File: src/rtl/slice_scheduler.sv
// rtl/slice_scheduler.sv - slice phase sequencer driving DCT, DC VLC and AC VLC
// Optional feature macro: SLICE_SCHED_BLKCHK_EN (reject block_num == 0 or > MAX_BLOCKS)
// Ports:
//   clock, reset_n              : single clock, asynchronous active-low reset
//   slice_start, block_num      : slice request and its block count
//   slice_ready                 : 1 while a slice_start will be accepted (IDLE)
//   dc_vlc_reset, ac_vlc_reset  : 0 holds the VLC engine in reset, 1 lets it run
//   phase, phase_count          : current phase and cycles spent in it
//   slice_done                  : one-cycle pulse in DONE
//   start_dropped               : one-cycle pulse after a slice_start seen while busy
//   blk_err                     : one-cycle pulse after a rejected block_num
module slice_scheduler #(
  parameter int unsigned DCT_TIME     = 12,
  parameter int unsigned DC_VLC_TIME  = 45,
  parameter int unsigned AC_PER_BLOCK = 63,
  parameter int unsigned AC_TAIL      = 5,
  parameter int unsigned MAX_BLOCKS   = 32
) (
  input  logic        clock,
  input  logic        reset_n,
  input  logic        slice_start,
  input  logic [31:0] block_num,
  output logic        slice_ready,
  output logic        dc_vlc_reset,
  output logic        ac_vlc_reset,
  output logic [2:0]  phase,
  output logic [31:0] phase_count,
  output logic        slice_done,
  output logic        start_dropped,
  output logic        blk_err
);

  typedef enum logic [2:0] {
    IDLE   = 3'd0,
    DCT    = 3'd1,
    DC_VLC = 3'd2,
    AC_VLC = 3'd3,
    DONE   = 3'd4
  } phase_t;

  localparam logic [31:0] DCT_TIME_W     = 32'(DCT_TIME);
  localparam logic [31:0] DC_VLC_TIME_W  = 32'(DC_VLC_TIME);
  localparam logic [31:0] AC_PER_BLOCK_W = 32'(AC_PER_BLOCK);
  localparam logic [31:0] AC_TAIL_W      = 32'(AC_TAIL);
  localparam logic [31:0] MAX_BLOCKS_W   = 32'(MAX_BLOCKS);

  phase_t      phase_q, phase_d;
  logic [31:0] count_q, count_d;
  logic [31:0] blk_q, blk_d;
  logic        slice_ready_q, slice_ready_d;
  logic        dc_vlc_reset_q, dc_vlc_reset_d;
  logic        ac_vlc_reset_q, ac_vlc_reset_d;
  logic        slice_done_q, slice_done_d;
  logic        start_dropped_q, start_dropped_d;
  logic        blk_err_q, blk_err_d;

  // Phase lengths depend only on the latched block count, so they stay
  // fixed for the whole slice regardless of later block_num activity.
  logic [31:0] dct_len;
  logic [31:0] ac_len;

`ifndef SLICE_SCHED_BLKCHK_EN
  // MAX_BLOCKS only matters when the block-count check is built in.
  logic unused_max_blocks;
  assign unused_max_blocks = ^MAX_BLOCKS_W;
`endif

  always_comb begin
    phase_d         = phase_q;
    count_d         = count_q + 32'd1;
    blk_d           = blk_q;
    start_dropped_d = 1'b0;
    blk_err_d       = 1'b0;
    dct_len         = DCT_TIME_W + blk_q;
    ac_len          = (AC_PER_BLOCK_W * blk_q) + AC_TAIL_W;

    case (phase_q)
      IDLE: begin
        if (slice_start) begin
`ifdef SLICE_SCHED_BLKCHK_EN
          if ((block_num == 32'd0) || (block_num > MAX_BLOCKS_W)) begin
            blk_err_d = 1'b1;
          end else begin
            phase_d = DCT;
            blk_d   = block_num;
          end
`else
          phase_d = DCT;
          blk_d   = block_num;
`endif
        end
      end
      // A zero-length phase wraps the compare to 2^32-1, so the phase is
      // still visited rather than skipped.
      DCT:     if (count_q == dct_len - 32'd1)       phase_d = DC_VLC;
      DC_VLC:  if (count_q == DC_VLC_TIME_W - 32'd1) phase_d = AC_VLC;
      AC_VLC:  if (count_q == ac_len - 32'd1)        phase_d = DONE;
      DONE:    phase_d = IDLE;
      default: phase_d = IDLE;
    endcase

    if (slice_start && (phase_q != IDLE)) begin
      start_dropped_d = 1'b1;
    end

    if (phase_d != phase_q) begin
      count_d = 32'd0;
    end

    // Status outputs are decoded from the next phase and registered.
    slice_ready_d  = (phase_d == IDLE);
    dc_vlc_reset_d = (phase_d == DC_VLC) || (phase_d == AC_VLC);
    ac_vlc_reset_d = (phase_d == AC_VLC);
    slice_done_d   = (phase_d == DONE);
  end

  always_ff @(posedge clock or negedge reset_n) begin
    if (!reset_n) begin
      phase_q         <= IDLE;
      count_q         <= 32'd0;
      blk_q           <= 32'd0;
      slice_ready_q   <= 1'b1;
      dc_vlc_reset_q  <= 1'b0;
      ac_vlc_reset_q  <= 1'b0;
      slice_done_q    <= 1'b0;
      start_dropped_q <= 1'b0;
      blk_err_q       <= 1'b0;
    end else begin
      phase_q         <= phase_d;
      count_q         <= count_d;
      blk_q           <= blk_d;
      slice_ready_q   <= slice_ready_d;
      dc_vlc_reset_q  <= dc_vlc_reset_d;
      ac_vlc_reset_q  <= ac_vlc_reset_d;
      slice_done_q    <= slice_done_d;
      start_dropped_q <= start_dropped_d;
      blk_err_q       <= blk_err_d;
    end
  end

  assign phase         = phase_q;
  assign phase_count   = count_q;
  assign slice_ready   = slice_ready_q;
  assign dc_vlc_reset  = dc_vlc_reset_q;
  assign ac_vlc_reset  = ac_vlc_reset_q;
  assign slice_done    = slice_done_q;
  assign start_dropped = start_dropped_q;
`ifdef SLICE_SCHED_BLKCHK_EN
  assign blk_err       = blk_err_q;
`else
  assign blk_err       = 1'b0;
  logic unused_blk_err;
  assign unused_blk_err = blk_err_q;
`endif

endmodule

File: config.mk
export PLATFORM = sky130hd
export DESIGN_NAME = slice_scheduler
export DESIGN_NICKNAME = d
export VERILOG_FILES = /design/src/rtl/slice_scheduler.sv
export SDC_FILE = /design/constraint.sdc
export NUM_CORES = 1
export LEC_CHECK = 0
export ABC_AREA = 1
export CAP_MARGIN = 20
export CORE_MARGIN = 1
export CORE_UTILIZATION = 42
export CTS_CLUSTER_DIAMETER = 50
export DETAILED_ROUTE_END_ITERATION = 10
export SKIP_CTS_REPAIR_TIMING = 1
export SYNTH_ARGS = -nofsm -noshare
export SYNTH_HDL_FRONTEND = slang
export SYNTH_SLANG_ARGS = --single-unit
File: constraint.sdc
create_clock -name clock -period 10.1 [get_ports clock]
set_input_delay 2.02 -clock clock [delete_from_list [all_inputs] [get_ports clock]]
set_output_delay 2.02 -clock clock [all_outputs]
set_load 0.01 [all_outputs]
==> flow_summary.toml <==
[final_layout]
antenna_cells = 0
fin_util_pct = 48.4
fill_cells = 2457
instances_no_fill = 1836
area_growth_pct = 12.7
fin_nets = 1702
drive_above_1_share_pct = 3.69

[min_path]
hold_class = "reg2reg"

[route]
wl_met2_um = 13600
ant_nets = 0
dr.max_layer_used = "met4"
drt_iter0_markers = 637
drcViolationCount = 0
dr.pass1.iters = 5
routed-via-count = 9102
met1_length_um = 14000
wl_per_cell_um = 16.2
wirelength_um = 29700
wl_met3_um = 1530
vias_per_cell = 4.96

[clock_tree]
cts_htree_levels = 3
clk_latency_ns = 0.34
root_buffer = "clkbuf_16"
cts-buffers-inserted = 9
cts.path.max_buffers = 2
cts_tree = "done"
cts_num_sinks = 72
clk_pin_slew_ns = 0.07

[timing]
worstMarginPinSlew_ns = 0.959
finalHoldViolations = 0
period_needed_ns = 5.39
fin_tns_setup_ns = 0
hold-worst-slack_ns = 0.578
fin_skew_ns = 0.0141
slew_headroom_pct = 36.0
finalMaxSlewViolations = 0
fmax_mhz = 186
rsz0062_at_grt = "false"
setup-violations-final = 0
period_share_pct = 53.3

[setup_path]
arrival_ns = 5.57
cp_max_fo = 32
cpPeakStageDelay_ns = 0.59
cp_cell_sequence = "fa_1 > inv_1 > fa_1 > fa_1 > inv_1 > ha_1 > nand2_2 > nor2_1 > inv_2 > nor2_1 > nand3_1 > nand2_1 > nand2_1 > nand2_1 > nand3_1 > nor2_1 > nand3_1 > nor2_1 > nand4_1 > nand2_1 > nor2_1 > nand3_2 > nor2_1"
cp_common_cell = "nor2_1"
worstPathRequired_ns = 10.29
endpoint_kind = "register"
path_delay_family = "simple AND/OR/NAND/NOR gates"
cp.buffers_inverters = 3
r2r_slack_ns = 4.71
startpoint_type = "register"
crit_slowest_cell = "fa_1"
crit_type = "reg2reg"

[placed_design]
dp.final_hpwl_um = 25100
portBuffers = 74
post-place-cells = 1820
routabilityCongestion = 0.973

[power_and_ir_drop]
vdd_drop_max_mv = 0.0754
powerDensity_nw_per_um2 = 54.5
totalPowerFinal_uw = 623
power_leakage_uw = 0.00596

[global_routing]
gr-total-overflow = 0
grtUsageTotal_pct = 25.6
grt_pass1_vias = 8992
grt_pass1_wl_um = 48000
grt_max_degree = 73
antenna_found_initial = 0

[logic_synthesis]
yosys_warnings = 0
synth_area_leaders = "dfrtp_1 (18%), fa_1 (16%), nand2_1 (15%)"
ys_ff_latch = 72
synth_top_cell_area_share_pct = 17.5
synth_area_per_cell_um2 = 6.98
synth_edf_count = 0
synth_top_area_cell = "dfrtp_1"
yosysUniqueCellTypes = 50
async_reset_ff_share_pct = 100
ys_seq_area_share_pct = 17.8
synth-main-ff-cell = "dfrtp_1"
post-synth-top-count-cell = "nand2_1"
syn_inst = 1454
syn-cell-area_um2 = 10100
syn_nets = 1644
synthTopCellsByCount = "nand2_1 (415), inv_1 (267), nor2_1 (132)"

[job]
maxCapViolations = 0

[status]
status = "finished, final reports clean"

[floorplanning]
start_util_pct = 43.0
die_width_um = 157
core_um2 = 23600
die_area_um2 = 24800
io_pins = 76
num_rows = 56
die_y_um = 157
-- power by group --
group,internal (uW),leakage [uW],switching (uW)
clock,186,0.000137,129
combinational,11.6,0.00488,7.73
sequential,289,0.000939,0.0705
total,486,0.00596,137
-- cell type report --
class	count	area (um^2)	share of cell area (%)
clock buffers	12	267	2.33
multi-input cells	1080	7160	62.6
repair buffers	76	753	6.59
clock inverters	4	27.5	0.241
well taps	319	399	3.49
flip-flops and latches	72	1800	15.8
inverters	273	1020	8.96
-- metrics by stage --
step,setup slack (ns),cell area [um^2]
detailed placement,4.75,11100
CTS,4.74,11400
finish,4.71,11400
global placement,4.83,11100
global route,4.29,11400
floorplan,5.84,10100
-- kinds of logic (layout without fill, tap and decap cells) --
group / Yosys count / in the layout / share of synthesized area (%)
other: 1 / 1 / 0.0370
buffers and inverters: 302 / 365 / 11.6
xor gates and xnor gates: 101 / 101 / 8.72
AOI/OAI and AO/OA: 80 / 80 / 4.49
adders and majority gates: 155 / 155 / 25.2
DFF: 72 / 72 / 17.8
and+or+nand+nor: 743 / 743 / 32.2
-- layout by cell type, fill, tap and decap left out, drive strengths merged, types with 33 or more instances in the layout --
cell           synthesis  final
nand2                423    423
inv                  272    272
nor2                 138    138
nand3                 90     90
fa                    82     82
ha                    73     73
clkdlybuf4s50          0     73
dfrtp                 71     71
xor2                  68     68
a21oi                 37     37
xnor2                 33     33
-- worst paths after layout --
check / from / endpoint / depth (start not counted)
max: blk_q[4]$_DFFE_PN0P_ / phase_count[20]$_DFF_PN0_ / 23
min: phase_count[0]$_DFF_PN0_ / phase_count[0]$_DFF_PN0_ / 1
max reg2reg: blk_q[4]$_DFFE_PN0P_ / phase_count[20]$_DFF_PN0_ / 23
min reg2reg: phase_count[0]$_DFF_PN0_ / phase_count[0]$_DFF_PN0_ / 1
max in group asynchronous: reset_n / blk_q[9]$_DFFE_PN0P_ / 1
min in group asynchronous: reset_n / blk_q[26]$_DFFE_PN0P_ / 1
-- state kept, by name (all words and copies together), names as in the netlist --
name	count
ac_vlc_reset	1
dc_vlc_reset	1
start_dropped	1
slice_ready	1
blk_q	32
phase	3
phase_count	32
slice_done	1
-- worst register-to-register path, delay by kind of cell, from the launching register on --
family,cells,cell delay (ns)
fa+ha+maj,4,2.03
buf+inv,3,0.19
simple gates,16,2.51
flops,1,0.54
-- routing by layer --
layer  up-vias  GRT usage [%]
met2       244           41.8
met3        35           2.26
met5         -              0
li1       4570              -
met4         0           7.12
met1      4253           36.2
No activity file was read; power rests on OpenSTA's default activity.
